### src/rtl/seven_segment_capture_if.sv
// Bus bundle between a multiplexed 7-segment source and seven_segment_capture.
// err_cnt exists only when SEVEN_SEGMENT_CAPTURE_ERR_CNT_EN is defined.
interface seven_segment_capture_if #(
  parameter int w_digit = 8
);
  logic [7:0]           abcdefgh;
  logic [w_digit-1:0]   digit;
  logic [4*w_digit-1:0] number;
  logic [w_digit-1:0]   dots;
  logic [w_digit-1:0]   known;
  logic [w_digit-1:0]   blank;
  logic                 frame_valid;
`ifdef SEVEN_SEGMENT_CAPTURE_ERR_CNT_EN
  logic [15:0]          err_cnt;
`endif

  modport master (
    output abcdefgh, digit,
    input  number, dots, known, blank, frame_valid
`ifdef SEVEN_SEGMENT_CAPTURE_ERR_CNT_EN
    , input err_cnt
`endif
  );

  modport slave (
    input  abcdefgh, digit,
    output number, dots, known, blank, frame_valid
`ifdef SEVEN_SEGMENT_CAPTURE_ERR_CNT_EN
    , output err_cnt
`endif
  );
endinterface

### src/rtl/seven_segment_capture.sv
// Captures a scanned 7-segment display: filters unstable patterns, decodes glyphs, flags frames.
// Optional error counter enabled by SEVEN_SEGMENT_CAPTURE_ERR_CNT_EN.
module seven_segment_capture #(
  parameter int w_digit        = 8,
  parameter int stable_cycles  = 4,
  parameter int seg_active_low = 1,
  parameter int dig_active_low = 1
) (
  input logic clk,
  input logic rst,
  seven_segment_capture_if.slave bus
);
  localparam int cw = $clog2(stable_cycles + 1);
  localparam logic [cw-1:0] stable_c = cw'(stable_cycles);

  logic [w_digit-1:0]   sel, prev_sel, mask, mask_next;
  logic [7:0]           pat, prev_pat;
  logic                 prev_valid, valid, multi, match, saturated, commit, frame_done;
  logic [cw-1:0]        run_cnt, next_cnt;
  logic [$clog2(w_digit > 1 ? w_digit : 2)-1:0] pos;
  logic [3:0]           nib;
  logic                 dec_known, dec_blank;

  logic [4*w_digit-1:0] number_q;
  logic [w_digit-1:0]   dots_q, known_q, blank_q;
  logic                 frame_valid_q;

  always_comb begin
    sel       = (dig_active_low != 0) ? ~bus.digit : bus.digit;
    pat       = (seg_active_low != 0) ? ~bus.abcdefgh : bus.abcdefgh;
    valid     = $onehot(sel);
    multi     = (|sel) && !valid;
    match     = valid && prev_valid && (sel == prev_sel) && (pat == prev_pat);
    saturated = (run_cnt == stable_c);
    if (match)      next_cnt = saturated ? run_cnt : run_cnt + 1'b1;
    else if (valid) next_cnt = cw'(1);
    else            next_cnt = '0;
    // A saturated run that keeps matching has already committed once.
    commit     = valid && (next_cnt == stable_c) && !(match && saturated);
    pos = '0;
    for (int i = 0; i < w_digit; i++)
      if (sel[i]) pos = ($bits(pos))'(i);
    dec_known = 1'b1;
    dec_blank = 1'b0;
    case (pat[7:1])
      7'h7E: nib = 4'h0;
      7'h30: nib = 4'h1;
      7'h6D: nib = 4'h2;
      7'h79: nib = 4'h3;
      7'h33: nib = 4'h4;
      7'h5B: nib = 4'h5;
      7'h5F: nib = 4'h6;
      7'h70: nib = 4'h7;
      7'h7F: nib = 4'h8;
      7'h7B: nib = 4'h9;
      7'h77: nib = 4'hA;
      7'h1F: nib = 4'hB;
      7'h4E: nib = 4'hC;
      7'h3D: nib = 4'hD;
      7'h4F: nib = 4'hE;
      7'h47: nib = 4'hF;
      default: begin
        nib       = 4'h0;
        dec_known = 1'b0;
        dec_blank = (pat[7:1] == 7'h00);
      end
    endcase
    mask_next  = mask | (commit ? sel : '0);
    frame_done = &mask_next;
  end

  always_ff @(posedge clk) begin
    if (rst) begin
      prev_sel      <= '0;
      prev_pat      <= '0;
      prev_valid    <= 1'b0;
      run_cnt       <= '0;
      mask          <= '0;
      frame_valid_q <= 1'b0;
      number_q      <= '0;
      dots_q        <= '0;
      known_q       <= '0;
      blank_q       <= '0;
    end else begin
      prev_sel      <= sel;
      prev_pat      <= pat;
      prev_valid    <= valid;
      run_cnt       <= next_cnt;
      frame_valid_q <= frame_done;
      mask          <= frame_done ? '0 : mask_next;
      if (commit) begin
        number_q[4*pos +: 4] <= nib;
        dots_q[pos]          <= pat[0];
        known_q[pos]         <= dec_known;
        blank_q[pos]         <= dec_blank;
      end
    end
  end

  assign bus.number      = number_q;
  assign bus.dots        = dots_q;
  assign bus.known       = known_q;
  assign bus.blank       = blank_q;
  assign bus.frame_valid = frame_valid_q;

`ifdef SEVEN_SEGMENT_CAPTURE_ERR_CNT_EN
  logic [15:0] err_q;
  always_ff @(posedge clk) begin
    if (rst)
      err_q <= '0;
    else if ((multi || (commit && !dec_known && !dec_blank)) && (err_q != 16'hFFFF))
      err_q <= err_q + 16'd1;
  end
  assign bus.err_cnt = err_q;
`else
  logic unused_multi;
  assign unused_multi = multi;
`endif
endmodule

### src/flat_wrapper.sv
// flat-port wrapper written by rule: the top's interface ports become plain ports
module seven_segment_capture_flat 
#(
  parameter int w_digit        = 8,
  parameter int stable_cycles  = 4,
  parameter int seg_active_low = 1,
  parameter int dig_active_low = 1
)
  (clk, rst, bus_abcdefgh, bus_digit, bus_number, bus_dots, bus_known, bus_blank, bus_frame_valid);
  seven_segment_capture_if #(.w_digit(w_digit)) bus_i ();
  input logic clk;
  input logic rst;
  input wire logic [$bits(bus_i.abcdefgh)-1:0] bus_abcdefgh;
  input wire logic [$bits(bus_i.digit)-1:0] bus_digit;
  output wire logic [$bits(bus_i.number)-1:0] bus_number;
  output wire logic [$bits(bus_i.dots)-1:0] bus_dots;
  output wire logic [$bits(bus_i.known)-1:0] bus_known;
  output wire logic [$bits(bus_i.blank)-1:0] bus_blank;
  output wire logic [$bits(bus_i.frame_valid)-1:0] bus_frame_valid;
  assign bus_i.abcdefgh = bus_abcdefgh;
  assign bus_i.digit = bus_digit;
  assign bus_number = bus_i.number;
  assign bus_dots = bus_i.dots;
  assign bus_known = bus_i.known;
  assign bus_blank = bus_i.blank;
  assign bus_frame_valid = bus_i.frame_valid;
  seven_segment_capture #(.w_digit(w_digit), .stable_cycles(stable_cycles), .seg_active_low(seg_active_low), .dig_active_low(dig_active_low)) u_core (.clk(clk), .rst(rst), .bus(bus_i));
endmodule
### config.mk
export PLATFORM = sky130hd
export DESIGN_NAME = seven_segment_capture_flat
export DESIGN_NICKNAME = d
export VERILOG_FILES = /design/src/rtl/seven_segment_capture_if.sv /design/src/rtl/seven_segment_capture.sv /design/src/flat_wrapper.sv
export SDC_FILE = /design/constraint.sdc
export NUM_CORES = 1
export LEC_CHECK = 0
export ABC_AREA = 0
export BUFFER_PORTS_ARGS = -buffer_cell sky130_fd_sc_hd__clkbuf_2
export CORE_AREA = 4 4 119 75
export DETAILED_ROUTE_END_ITERATION = 8
export DIE_AREA = 0 0 123 79
export PLACE_DENSITY = 0.81
export SYNTH_ARGS = -nofsm -noshare
export SYNTH_HDL_FRONTEND = slang
export SYNTH_SLANG_ARGS = --single-unit
### constraint.sdc
create_clock -name clk -period 6.7 [get_ports clk]
set_input_delay 1.675 -clock clk [delete_from_list [all_inputs] [get_ports clk]]
set_output_delay 1.675 -clock clk [all_outputs]
set_load 0.03 [all_outputs]
Word level (Yosys, flattened, before mapping)
Cells that the tools add are included.
- register bits: 85
- output and inout bits: 57
- logic and storage cells: 79
- mux-type cells: 20
- magnitude comparators: 2
- reduce and logical (&&, ||, !) cells: 12
- add/subtract/negate cells: 9
- equality and inequality tests: 21
- shift operators: 2
- bitwise gates (word level): 3
- operators by type and width (cell ; count):
    equality test 7 bit, second input constant ; 12
    case mux 4 bit (15 select lines) ; 1
    negation 5 -> 34 bit ; 1
    variable shift 4 x 34 -> 32 bit, first input constant ; 1
    indexed part select 4 x 34 -> 32 bit ; 1
    bitwise mux 32 bit ; 1
    bitwise mux 8 bit ; 3
    equality test 7 x 6 -> 1 bit, second input constant ; 3
    two-way mux 3 bit ; 6
    equality test 8 bit ; 2
    NOT 8 bit ; 2
    OR reduction 16 bit ; 1
    adder 4 bit ; 3
    adder 1 x 1 -> 2 bit ; 4
    two-way mux 8 bit ; 1
    OR 8 bit ; 1
    AND reduction 8 bit ; 1
    equality test 7 x 5 -> 1 bit, second input constant ; 1
    logical AND 1 bit ; 7
    zero test 7 bit ; 1
    equality test 3 bit, second input constant ; 2
    two-way mux 1 bit ; 5
    equality test 4 x 1 -> 1 bit, second input constant ; 1
    < comparator 3 x 4 -> 1 bit, second input constant ; 1
    6 further kinds ; 7

Logic depth before layout (Yosys ltp)
Gate-level depths: netlist (run 1).
- word-level depth: 16
- gate-level depth with buffers: 17

Least setup slack after synthesis (run 1)
No wires, ideal clock.
- path kind: in2reg
- start point: in bus_digit[0]
- end point: reg u_core.number_q[10] (netlist: u_core.bus.number[10])
- setup slack: 0.850 ns
- path buffers: 3
- data arrival time: 5.731 ns
- stages: 17
- required time: 6.581 ns
- path through: inv_1 ha_1 fa_1 inv_1 fa_1 inv_1 ha_1 fa_1 nor4b_1 nand3_1 or4_1 clkbuf_1 or3_1 buf_6 or3_1 buf_2 mux2i_1
- word-level cells in the longest chain between the ends: 12
- elaborated cells on any way between the ends: 16
- ends and longest elaborated chain (item ; RTL line ; source):
    start, declared ; flat_wrapper.sv:14 ; input wire logic [$bits(bus_i.digit)-1:0] bus_digit;
    NOT 8 bit * ; seven_segment_capture.sv:29 ; sel = (dig_active_low != 0) ? ~bus.digit : bus.digit;
    adder 1 x 1 -> 2 bit (implied by the code) ; seven_segment_capture.sv:31 ; valid = $onehot(sel);
    adder 4 bit (implied by the code) (2 in series) ; seven_segment_capture.sv:31 ;
    equality test 4 x 1 -> 1 bit ; seven_segment_capture.sv:31 ;
    logical AND 1 bit (3 in series) ; seven_segment_capture.sv:33 ; match = valid && prev_valid && (sel == prev_sel) && (pat == prev_pat);
    two-way mux 3 bit ; seven_segment_capture.sv:35 ; if (match) next_cnt = saturated ? run_cnt : run_cnt + 1'b1;
    equality test 3 bit ; seven_segment_capture.sv:39 ; commit = valid && (next_cnt == stable_c) && !(match && saturated);
    logical AND 1 bit ; seven_segment_capture.sv:39 ;
    logical AND 1 bit * ; seven_segment_capture.sv:39 ;
    end signal, assigned by index ; seven_segment_capture.sv:92 ; number_q[4*pos +: 4] <= nib;
    end, declared ; seven_segment_capture.sv:24 ; logic [4*w_digit-1:0] number_q;
Every way passes the cells marked *; elsewhere a longest branch is shown, timed or not.
A chain may end at the register's enable or synchronous reset.

Final worst setup path (run 1)
- start point: in bus_digit[4]
- end point: reg u_core.number_q[28] (netlist: u_core.bus.number[28])
- word-level cells in the longest chain between the ends: 12
- elaborated cells on any way between the ends: 24
- ends and longest elaborated chain (item ; RTL line ; source):
    NOT 8 bit * ; seven_segment_capture.sv:29 ;
    net u_core.sel[4] ; seven_segment_capture.sv:16 ; logic [w_digit-1:0] sel, prev_sel, mask, mask_next;
    adder 1 x 1 -> 2 bit (implied by the code) ; seven_segment_capture.sv:31 ;
    adder 4 bit (implied by the code) (2 in series) ; seven_segment_capture.sv:31 ;
    equality test 4 x 1 -> 1 bit ; seven_segment_capture.sv:31 ;
    logical AND 1 bit (3 in series) ; seven_segment_capture.sv:33 ;
    two-way mux 3 bit ; seven_segment_capture.sv:35 ;
    equality test 3 bit ; seven_segment_capture.sv:39 ;
    logical AND 1 bit (2 in series) ; seven_segment_capture.sv:39 ;
Mark *: on every way through the listed nets, which the timed path passes. The rest lies on a longest branch.

==> metrics list, run 1 <==
- The flow ran to the end, and the final reports show no timing, DRC or antenna violations.
- Data arrives at the worst endpoint at 6.36 ns.
- Relative slew slack: 20.2%
* CTS Buffer Depth: 2
* Sequential share of the synthesized area: 39.5%
* Reg clk slew, reported paths: 0.06 ns
- In this run the core area contains 25 standard-cell rows.
* Setup repair after global routing missed its margin: false
- Area taken by multi-input logic gates: 0.00232 mm^2
- Cell taking the most area after synthesis: sky130_fd_sc_hd__dfxtp_1
- The number of clock buffers added by TritonCTS is 9.
* Vias post-DR: 3936
- Highest achievable clock rate: 164 MHz
- Post-CTS setup buffers: 0
* Critical-path cell with the highest stage delay: sky130_fd_sc_hd__or3_1
- For this design the top-level I/O count stands at 75.
* Number of global-route vias before repair: 3710
- Yosys printed 0 warnings.
- Insertion delay to the later sink of the worst-skew pair: 0.34 ns
- Traced cell by cell, the critical path runs through clkbuf_2, inv_1, ha_1, fa_1, inv_1, fa_1, inv_1, ha_1, fa_1, nor4b_1, nand3_1, or4_1, or3_1, nor4b_4, mux2i_1.
- Cells with a size suffix above 1 make up 18.3% of the layout.
* Post-synthesis instance total: 502
- Count of state elements after synthesis: 85
* Fin. max-slew vios: 0
- Counting tap cells, the placed design contains a total of 645 instances.
- The final hold violation count was 0.
- Buffers inserted to repair hold after CTS numbered 0.
- Highest net fanout along the worst path: 19
* Data required time at the worst endpoint: 6.96 ns
* Final Non-Filler Cells: 660
- Summed over all layers, the routed wires come to 11500 um.
* H-Tree Depth: 3
* Unique masters post-synth: 48
* Setup Viol. Count Final: 0
- Max cap viols: 0
- STA classifies the critical path startpoint as an input pin.
- Utilization after layout: 64.4%
- Most frequently used flop master after synthesis: sky130_fd_sc_hd__dfxtp_1
* # resized after CTS: 0
- In this run the static leakage power is 2.06 nW.
- The initial antenna violation count came to 0.
- Most frequent cell after synthesis: sky130_fd_sc_hd__dfxtp_1
- The count of buffers added on input and output ports is 74.
- Portion of synthesized cell area occupied by the leading cell type: 39.5%
- Once detail routing completed, the nets flagged for antenna violations numbered 0.
- From left edge to right edge, the die measures 123 um.
* Aggregate global-route resource usage: 24.3%
* Maximum number of pins on one net before global-route repair: 58
- In the post-synthesis netlist, the biggest area contributors are sky130_fd_sc_hd__dfxtp_1, sky130_fd_sc_hd__mux2i_1, sky130_fd_sc_hd__ha_1.
- Number of inserted diodes: 0
* Height of the chip: 79 um
* Layout area overhead: 16.6%
* Net count after synthesis: 539
- Sinks on the clock net: 85
- The congestion estimate from routability-driven global placement came to 0.869.
- In this run, the number of DRC markers left after iteration 0 of detailed routing was 473.
* Detailed placement HPWL: 8150 um
- For this run, the post-layout net count is 585.
* Total area of sequential cells: 0.00170 mm^2
- Power density relative to cell area: 246 mW/mm^2
* Tcrit/Tclk final: 91.0%
- The die covers 0.00972 mm^2.
- STA classifies the critical path endpoint as a flip-flop.
- Floorplan core area: 0.00779 mm^2
- CP max stage delay: 0.71 ns
* Global route total overflow: 0
- Post-route setup slack: 0.600 ns
- CTS tree: yes
- Max rail drop VDD: 0.164 mV
* Async set or reset register ratio after synthesis: 0%
* Count of filler cells inserted in the layout: 663
- After routing, the total negative slack on setup checks comes to 0 ns.
* Length of the first detailed-routing pass in iterations: 7
- Placement Setup Slack: 0.268 ns
- The first global-routing pass estimated 18700 um of wire.
- Setup clock skew after layout: 0.00835 ns
- Cell area after technology mapping: 0.00430 mm^2
* Worst Max-Slew Pin Slew: 1.20 ns
- For this configuration, the core starts out at a cell density of 55.2%.
* Min Clock Period, post-route: 6.10 ns
* Synthesized area divided by synthesized cell count: 8.57 um^2
- Top post-synthesis cells by count: sky130_fd_sc_hd__dfxtp_1, sky130_fd_sc_hd__nand2_1, sky130_fd_sc_hd__nor2_1, sky130_fd_sc_hd__clkbuf_1, sky130_fd_sc_hd__inv_1
- Type of the setup path with the least slack: in2reg
- After detailed routing, the average wire length per cell comes to 17.4 um.
* Number of enable-type register cells in the synthesized netlist: 0
- Clock Root Buffer: sky130_fd_sc_hd__clkbuf_16
- Class of the worst hold path: reg2reg
* Detailed-route vias per instance: 5.96
- After detailed routing, the number of remaining DRC violations is 0.
[placed cells by master (no fill, tap or decap), types with 3 or more instances in the layout]
cell type                   instances
sky130_fd_sc_hd__or3b_2             3
sky130_fd_sc_hd__nand2_1           49
sky130_fd_sc_hd__dfxtp_1           85
sky130_fd_sc_hd__clkbuf_2          74
sky130_fd_sc_hd__a21oi_1           28
sky130_fd_sc_hd__nor2b_1            3
sky130_fd_sc_hd__nand3b_1           6
sky130_fd_sc_hd__nand2b_1           7
sky130_fd_sc_hd__and2_1             3
sky130_fd_sc_hd__a211oi_1          16
sky130_fd_sc_hd__or2_2              3
sky130_fd_sc_hd__nand4_1           22
sky130_fd_sc_hd__o21ai_0           18
sky130_fd_sc_hd__a31oi_1           19
sky130_fd_sc_hd__xnor2_1            3
sky130_fd_sc_hd__ha_1              15
sky130_fd_sc_hd__nor3_1            11
sky130_fd_sc_hd__a2111oi_0          4
sky130_fd_sc_hd__nor4_1             6
sky130_fd_sc_hd__nor2_1            37
sky130_fd_sc_hd__mux2i_1           24
sky130_fd_sc_hd__nand4b_1           4
sky130_fd_sc_hd__o41ai_1            9
sky130_fd_sc_hd__xor2_1            16
sky130_fd_sc_hd__fa_1               4
sky130_fd_sc_hd__bufinv_16          4
sky130_fd_sc_hd__inv_1             31
sky130_fd_sc_hd__clkbuf_16          9
sky130_fd_sc_hd__nand3_1            9
sky130_fd_sc_hd__or3_1              3
[cell families (layout without fill, tap and decap cells)]
family | count (synthesis) | count (layout) | synth area share, %
AND/OR/NAND/NOR | 180 | 180 | 22.6
AO/OA/AOI/OAI | 103 | 103 | 15.4
flip-flops | 85 | 85 | 39.5
buffers and inverters | 72 | 122 | 6.75
multiplexers | 24 | 24 | 5.58
adder cells (fa/ha/maj) | 19 | 19 | 6.22
XOR/XNOR | 19 | 19 | 3.87
[flip-flops by register name (all words and copies together) (netlist names)]
name                    flops
u_core.bus.blank            8
u_core.bus.dots             8
u_core.bus.frame_valid      1
u_core.bus.known            8
u_core.bus.number          32
u_core.mask                 8
u_core.prev_pat             8
u_core.prev_sel             8
u_core.prev_valid           1
u_core.run_cnt              3
[layout make-up]
| class | count | share of cell area [%] |
|---|---|---|
| tap | 108 | 2.69 |
| inverter | 31 | 2.32 |
| clock buffer | 11 | 4.84 |
| sequential | 85 | 33.9 |
| timing repair buffer | 76 | 7.68 |
| clock inverter | 4 | 2.39 |
| multi-input combinational | 345 | 46.2 |
[critical path, delay by kind of cell]
kind | cells | cell delay [ns]
AND/OR/NAND/NOR | 5 | 2.19
adder cells (fa/ha/maj) | 5 | 1.87
buffers and inverters | 4 | 0.34
multiplexers | 1 | 0.27
[per-stage QoR]
stage | cell area, um^2 | hold slack, ns | power, W
floorplan | 4300 | 0.509 | 0.000607
global placement | 4660 | 0.445 | 0.000633
detailed placement | 4660 | 0.447 | 0.000638
CTS | 5020 | 0.457 | 0.00124
global route | 5020 | 0.475 | 0.00128
finish | 5020 | 0.458 | 0.00123
[where the power goes]
part	switching (W)	internal [W]
logic	0.0000771	0.0000378
clock network	0.000194	0.000410
registers	0.00000319	0.000513
total	0.000274	0.000961
[metal layers]
metal  vias up  wire length, um  GRT usage, %
li1       1878                -             -
met1      1845             5370          34.5
met2       188             4940          35.4
met3        25              979          6.69
met4         0              218          8.62
met5         -                0             0
[final timing paths]
| path | cells past startpoint | end | slack (ns) | from |
|---|---|---|---|---|
| worst max register to register | 7 | u_core.bus.number[28] | 3.47 | u_core.run_cnt[0] |
| worst max-delay path | 15 | u_core.bus.number[28] | 0.60 | bus_digit[4] |
| worst min-delay path | 2 | u_core.bus.number[25] | 0.46 | u_core.bus.number[25] |
| worst min register to register | 2 | u_core.bus.number[25] | 0.46 | u_core.bus.number[25] |
Power figures use the tool's default switching activity.
==> inputs of run 2 (changes only) <==
- CORE_AREA: 4 4 119 75 -> 4 4 124 79
- DIE_AREA: 0 0 123 79 -> 0 0 128 83
- PLACE_DENSITY: 0.81 -> 0.77
- clock period: 6.7 -> 5.5 ns (I/O delays scaled with it)
==> run 2 against run 1 <==
Die area increased by 9.3%; worst hold slack got worse by 0.0013 ns; first-iteration DRC count is 16% lower; count of clock-buffer cells in the layout shrank 2; wire length increased by 4.6%; cell area is 4.9% higher; combinational power grew 32%; critical path type unchanged; largest cell class unchanged.
==> metrics list, run 2 (synthesized netlist as in run 1, its figures left out) <==
* Net switching component of the power: 0.000356 W
- Global routing consumed, over all layers together, 22.9% of the routing resources.
- Post-DRT Antenna Nets: 0
- Timing would allow up to 189 MHz.
- The via count of the first global-routing pass is 3802.
- Setup Viol. Count Final: 0
- After detailed placement, the design holds a cell count of 677.
- Of all nets on the critical path, the largest fanout is 7.
* Sum of buffers and inverters on the critical path: 5
- Number of top-level pins: 75
* Number of violations reported at the end of detailed-routing iteration 0: 397
* Post-route setup slack: 0.201 ns
- The number of slew-limit violations in the final report is 0.
- Counting instances, the worst hold path has a depth of 2.
- After detailed routing, the average wire length per cell comes to 17.4 um.
- The register with the most flip-flops in the layout has 32 of them.
- Insertion delay to the later sink of the worst-skew pair: 0.35 ns
- From synthesis to final layout, the design area changed by 22.3%.
- Crit path cell chain: clkbuf_2, inv_1, ha_1, fa_1, inv_1, fa_1, inv_1, ha_1, fa_1, nor4b_2, nand3_1, or4_1, or3_4, buf_4, nor4_1, nor3_1
- Max rail drop VDD: 0.174 mV
- Combinational cells account for 11.0% of the total power.
- Critical-path cell with the highest stage delay: sky130_fd_sc_hd__fa_1
* Final Non-Filler Cells: 694
- The HPWL after detailed placement is 8660 um.
* CTS Buffer Depth: 2
- Summed over all layers, the routed wires come to 12000 um.
- Maximum number of pins on one net before global-route repair: 58
- Total number of nets in the final design: 610
- In this run, the clock network consumes 43.7% of the power.
- The critical path runs through a total of 16 cells.
- Detailed-route vias per instance: 5.80
* Height of the chip: 83 um
- Reg clk slew, reported paths: 0.06 ns
- Internal power consumption: 0.00103 W
- Routability-driven placement finished with a final weighted congestion of 0.875.
- The library cells used most frequently in the layout, excluding fill and tap cells, are sky130_fd_sc_hd__dfxtp_1, sky130_fd_sc_hd__clkbuf_2, sky130_fd_sc_hd__nand2_1.
- Global route total overflow: 0
- The first detailed-routing pass took 5 iterations.
- Input and output buffers added on the ports amount to 74.
- Measured on the finished design, the core utilization comes to 59.9%.
- Logic depth of the worst register-to-register path: 8
- Data required time at the worst endpoint: 5.68 ns
- Cell type group with the largest total delay on the critical path: adder cells
- Startpoint Class: input pin
- After floorplanning, the core was divided into 27 placement rows.
* Vias post-DR: 4022
- In the routed design, unresolved DRC markers number 0.
- Once the floorplan was initialized, standard cells occupied 49.0% of the core.
- First-pass GRT wire length: 19600 um
* Share of power burned in registers: 45.3%
- H-Tree Depth: 3
- Sinks on the clock net: 85
- Number of inserted diodes: 0
* Setup clock skew after layout: 0.00571 ns
- In this run the static leakage power is 2.19 nW.
- The root buffer cell chosen for the clock tree is sky130_fd_sc_hd__clkbuf_16.
* Status: completed
- Number of CTS-inserted buffers: 9
* Die span in x: 128 um
- Data arrival time of the critical path: 5.48 ns
- Max cap viols: 0
- Power density relative to cell area: 264 mW/mm^2
* Fraction of layout instances using a drive strength above 1: 24.7%
* Leading cell type in the layout, fill and taps excluded: sky130_fd_sc_hd__dfxtp_1
* CP max stage delay: 0.53 ns
- Antenna violations before repair: 0
- The region available for standard cell placement spans 0.00878 mm^2.
- Headroom to the max-slew limit came out at 20.6%.
- The worst path needs 5.30 ns of the cycle, external delays included.
- Type of the setup path with the least slack: in2reg
- Placement Setup Slack: -0.304 ns
- The layout has 783 filler cells.
- The final critical path takes up 96.4% of the cycle.
- Class of the worst hold path: reg2reg
* Type of destination of the critical path: flip-flop
* CTS tree: yes
- The die covers 0.0106 mm^2.
* Setup repair after global routing missed its margin: false
- Proportion of total power due to net switching: 25.6%
* Worst Max-Slew Pin Slew: 1.19 ns
- The final hold violation count was 0.
==> run 2: changes by cell type in the layout (fill, tap and decap cells not counted), sizes merged <==
cell	before	now
clkinv	0	1
buf	2	27
clkinvlp	0	5
bufinv	4	1
clkbuf	85	83
==> run 2: per-stage QoR <==
| stage | instance area [um^2] | hold WS [ns] | setup TNS, ns | power, W |
|---|---|---|---|---|
| 2_1_floorplan | 4310 | 0.509 | 0 | 0.000744 |
| 3_3_place_gp | 4860 | 0.445 | -2.13 | 0.000784 |
| 3_5_place_dp | 4860 | 0.452 | -10.16 | 0.000790 |
| 4_1_cts | 5170 | 0.460 | 0 | 0.00139 |
| 5_1_grt | 5260 | 0.477 | 0 | 0.00145 |
| 6_report | 5260 | 0.457 | 0 | 0.00139 |
==> run 2: area by class of cell <==
type                    count  area, um^2  area share (%)
multi-input cells         345        2410            45.8
flip-flops and latches     85        1700            32.3
repair buffers            101         586            11.1
clock buffers               9         225            4.28
well taps                 116         145            2.76
inverters                  31         116            2.21
clock inverters             7        76.3            1.45
==> run 2: worst paths after layout <==
check                           slack, ns                    end                  start
worst min-delay path                 0.46  u_core.bus.number[29]  u_core.bus.number[29]
worst max register to register       2.43    u_core.bus.blank[4]      u_core.run_cnt[0]
worst min register to register       0.46  u_core.bus.number[29]  u_core.bus.number[29]
worst max-delay path                 0.20   u_core.bus.number[2]           bus_digit[0]
==> run 2: per-layer routing <==
layer | global-route usage (%) | vias up | wire length (um)
li1 | - | 1934 | -
met3 | 5.66 | 17 | 1010
met5 | 0 | - | 0
met1 | 32.6 | 1901 | 5500
met2 | 34.0 | 170 | 5340
met4 | 7.51 | 0 | 199
==> run 2: power groups by stage <==
stage / clock (W) / combinational (W) / sequential [W]
2_1_floorplan: 0 / 0.000102 / 0.000642
3_3_place_gp: 0 / 0.000142 / 0.000642
3_5_place_dp: 0 / 0.000148 / 0.000642
4_1_cts: 0.000615 / 0.000149 / 0.000629
5_1_grt: 0.000647 / 0.000170 / 0.000629
6_report: 0.000606 / 0.000152 / 0.000629
==> run 2: worst register-to-register path, cell delays in order (launching register included) <==
cell and delay [ns]:
sky130_fd_sc_hd__dfxtp_1 0.34, sky130_fd_sc_hd__inv_1 0.08, sky130_fd_sc_hd__ha_1 0.23, sky130_fd_sc_hd__or3b_2 0.48, sky130_fd_sc_hd__a211o_1 0.56, sky130_fd_sc_hd__or3_1 0.47
sky130_fd_sc_hd__or4_1 0.47, sky130_fd_sc_hd__o21ai_0 0.19, sky130_fd_sc_hd__a21oi_1 0.08
==> run 2: what timing repair did <==
item,4_1_cts,5_1_grt
setup buffers,0,1
hold buffers,0,0
gates resized for setup,0,17
endpoints found under the setup margin,0,34
==> inputs of run 3 (changes only) <==
- RECOVER_POWER: unset -> 100
==> run 3 against run 2 <==
Cell area is 1.8% lower; critical path depth unchanged; flip-flop and latch count stayed put; via count up 1.2%; clock power is 0.7% higher; sequential power about the same; highest routed layer unchanged; largest power group unchanged; largest cell class unchanged; global-route usage unchanged.
==> metrics list, run 3 (synthesized netlist as in run 1, its figures left out) <==
* Min Clock Period, post-route: 5.33 ns
* Tcrit/Tclk final: 96.8%
- In this run the deepest clock path goes through 2 buffers.
* Final-layout setup total negative slack: 0 ns
- Worst Max-Slew Pin Slew: 1.18 ns
- After clock tree synthesis, the clock-pin slew on the worst setup and hold paths is 0.06 ns.
- After detailed routing, the total wire length is 12100 um.
- Max rail drop VDD: 0.170 mV
- The worst register-to-register path begins at u_core.run_cnt[0].
* Number of violations reported at the end of detailed-routing iteration 0: 343
* Launch point of the worst path: bus_digit[0]
- Post-detailed-route DRC marker count: 0
- In this run the worst hold path is classified as reg2reg.
* Routability congestion estimate: 0.875
- Maximum number of pins on one net before global-route repair: 58
* Highest achievable clock rate: 188 MHz
* Type of destination of the critical path: flip-flop
* Setup Viol. Count Final: 0
- The worst hold path begins at u_core.bus.number[29].
- The via count of the first global-routing pass came to 3802.
- Excluding fillers, the count of instances in the completed layout stands at 694.
- Power after layout: 0.00139 W
- Global route total overflow: 0
- The analysis attributes to cell leakage a power of 1.99 nW.
- Max cap viols: 0
- In this run the power density over the cells is 269 mW/mm^2.
- Sinks on the clock net: 85
- Input and output buffers added on the ports amount to 74.
- Hold repair after CTS inserted 0 buffers.
- The later pin in the worst-skew pair is clocked with a latency of 0.35 ns.
- Once the floorplan was initialized, standard cells occupied 49.0% of the core.
- Setup clock skew after layout: 0.00542 ns
- The die covers 0.0106 mm^2.
- The H-tree generated during clock tree synthesis spans 3 levels.
- Register-to-register setup slack: 2.44 ns
- Before CTS, the worst setup slack after placement is -0.304 ns.
- The first detailed-routing pass took 5 iterations.
- Aggregate global-route resource usage: 22.9%
- TritonCTS built the clock tree.
- In the final design database the tool counted 610 nets.
* Fraction of layout instances using a drive strength above 1: 14.5%
* Relative slew slack: 21.2%
- Detailed placement HPWL: 8660 um
* Number of CTS-inserted buffers: 9
- Data arrival time of the critical path: 5.51 ns
* Height of the chip: 83 um
- The first global-routing pass estimated 19600 um of wire.
- Die span in x: 128 um
- The area growth from synthesis to layout is 20.1%.
* Startpoint Class: input pin
- The final hold violation count came to 0.
* Detailed-route vias per instance: 5.86
- Count of filler cells inserted in the layout: 815
- 75 I/O pins were placed.
- Floorplan core area: 0.00878 mm^2
- Leaving out fill and tap cells, the most frequent cell in the layout is sky130_fd_sc_hd__dfxtp_1.
- Post-route setup slack: 0.175 ns
- Detailed routing inserted a total of 4069 vias.
- Most used cells in the layout excluding fill and tap cells: sky130_fd_sc_hd__dfxtp_1, sky130_fd_sc_hd__clkbuf_1, sky130_fd_sc_hd__nand2_1
- Status: completed
* Number of inserted diodes: 0
- For the worst setup path, the data required time is 5.68 ns.
- Fin. max-slew vios: 0
* Final std cell area, no fill: 0.00517 mm^2
* Clock Root Buffer: sky130_fd_sc_hd__clkbuf_16
- Setup repair after global routing left no endpoint under its margin.
- WL/cell: 17.5 um
- Number of placed instances with taps included: 677
- Highest net fanout along the worst path: 7
- The detail route stage leaves a number of antenna-violating nets equal to 0.
- Antenna violations before repair: 0
- The floorplan has 27 rows.
- Number of flip-flops in the largest register: 32
* Total cell area at the placement stage: 0.00486 mm^2
* Type of the setup path with the least slack: in2reg
[run 3: metal layers]
layer  wire [um]  global-route usage, %
met3         995                   5.66
met1        5600                   32.6
met4         204                   7.51
met2        5340                   34.0
met5           0                      0
[run 3: what timing repair did]
action,in CTS,in global routing
buffers inserted,0,1
setup endpoints to repair,0,34
gates resized for setup,0,17
[run 3: cell type report]
cell class              count  area, um^2  area share (%)
flip-flops and latches     85        1700            32.9
repair buffers            101         505            9.78
clock buffers               9         225            4.36
well taps                 116         145            2.81
clock inverters             7        76.3            1.48
inverters                  31         116            2.25
multi-input cells         345        2400            46.4
[run 3: path summary, 6_finish.rpt]
check,depth (start not counted),end
worst max register to register,8,u_core.bus.blank[4]
worst min-delay path,2,u_core.bus.number[29]
worst max-delay path,16,u_core.bus.number[2]
worst min register to register,2,u_core.bus.number[29]
[run 3: where the power goes]
part	internal [W]	switching (W)
clock	0.000352	0.000258
sequential	0.000625	0.00000388
combinational	0.0000546	0.0000970
total	0.00103	0.000358
[run 3: through the flow]
stage	utilization, %	hold slack, ns
final	58.8	0.458
after detailed placement	55.4	0.452
after CTS	58.8	0.460
after global routing	58.8	0.476
after global placement	55.4	0.445
after floorplan	-	0.509
[run 3: critical path, stage by stage]
cell                       delay [ns]
sky130_fd_sc_hd__clkbuf_2        0.09
sky130_fd_sc_hd__inv_1           0.04
sky130_fd_sc_hd__ha_1            0.21
sky130_fd_sc_hd__fa_1            0.53
sky130_fd_sc_hd__inv_1           0.05
sky130_fd_sc_hd__fa_1            0.52
sky130_fd_sc_hd__inv_1           0.04
sky130_fd_sc_hd__ha_1            0.20
sky130_fd_sc_hd__fa_1            0.45
sky130_fd_sc_hd__nor4b_2         0.30
sky130_fd_sc_hd__nand3_1         0.13
sky130_fd_sc_hd__or4_1           0.45
sky130_fd_sc_hd__or3_4           0.47
sky130_fd_sc_hd__clkbuf_2        0.18
sky130_fd_sc_hd__nor4_1          0.39
sky130_fd_sc_hd__nor3_1          0.08
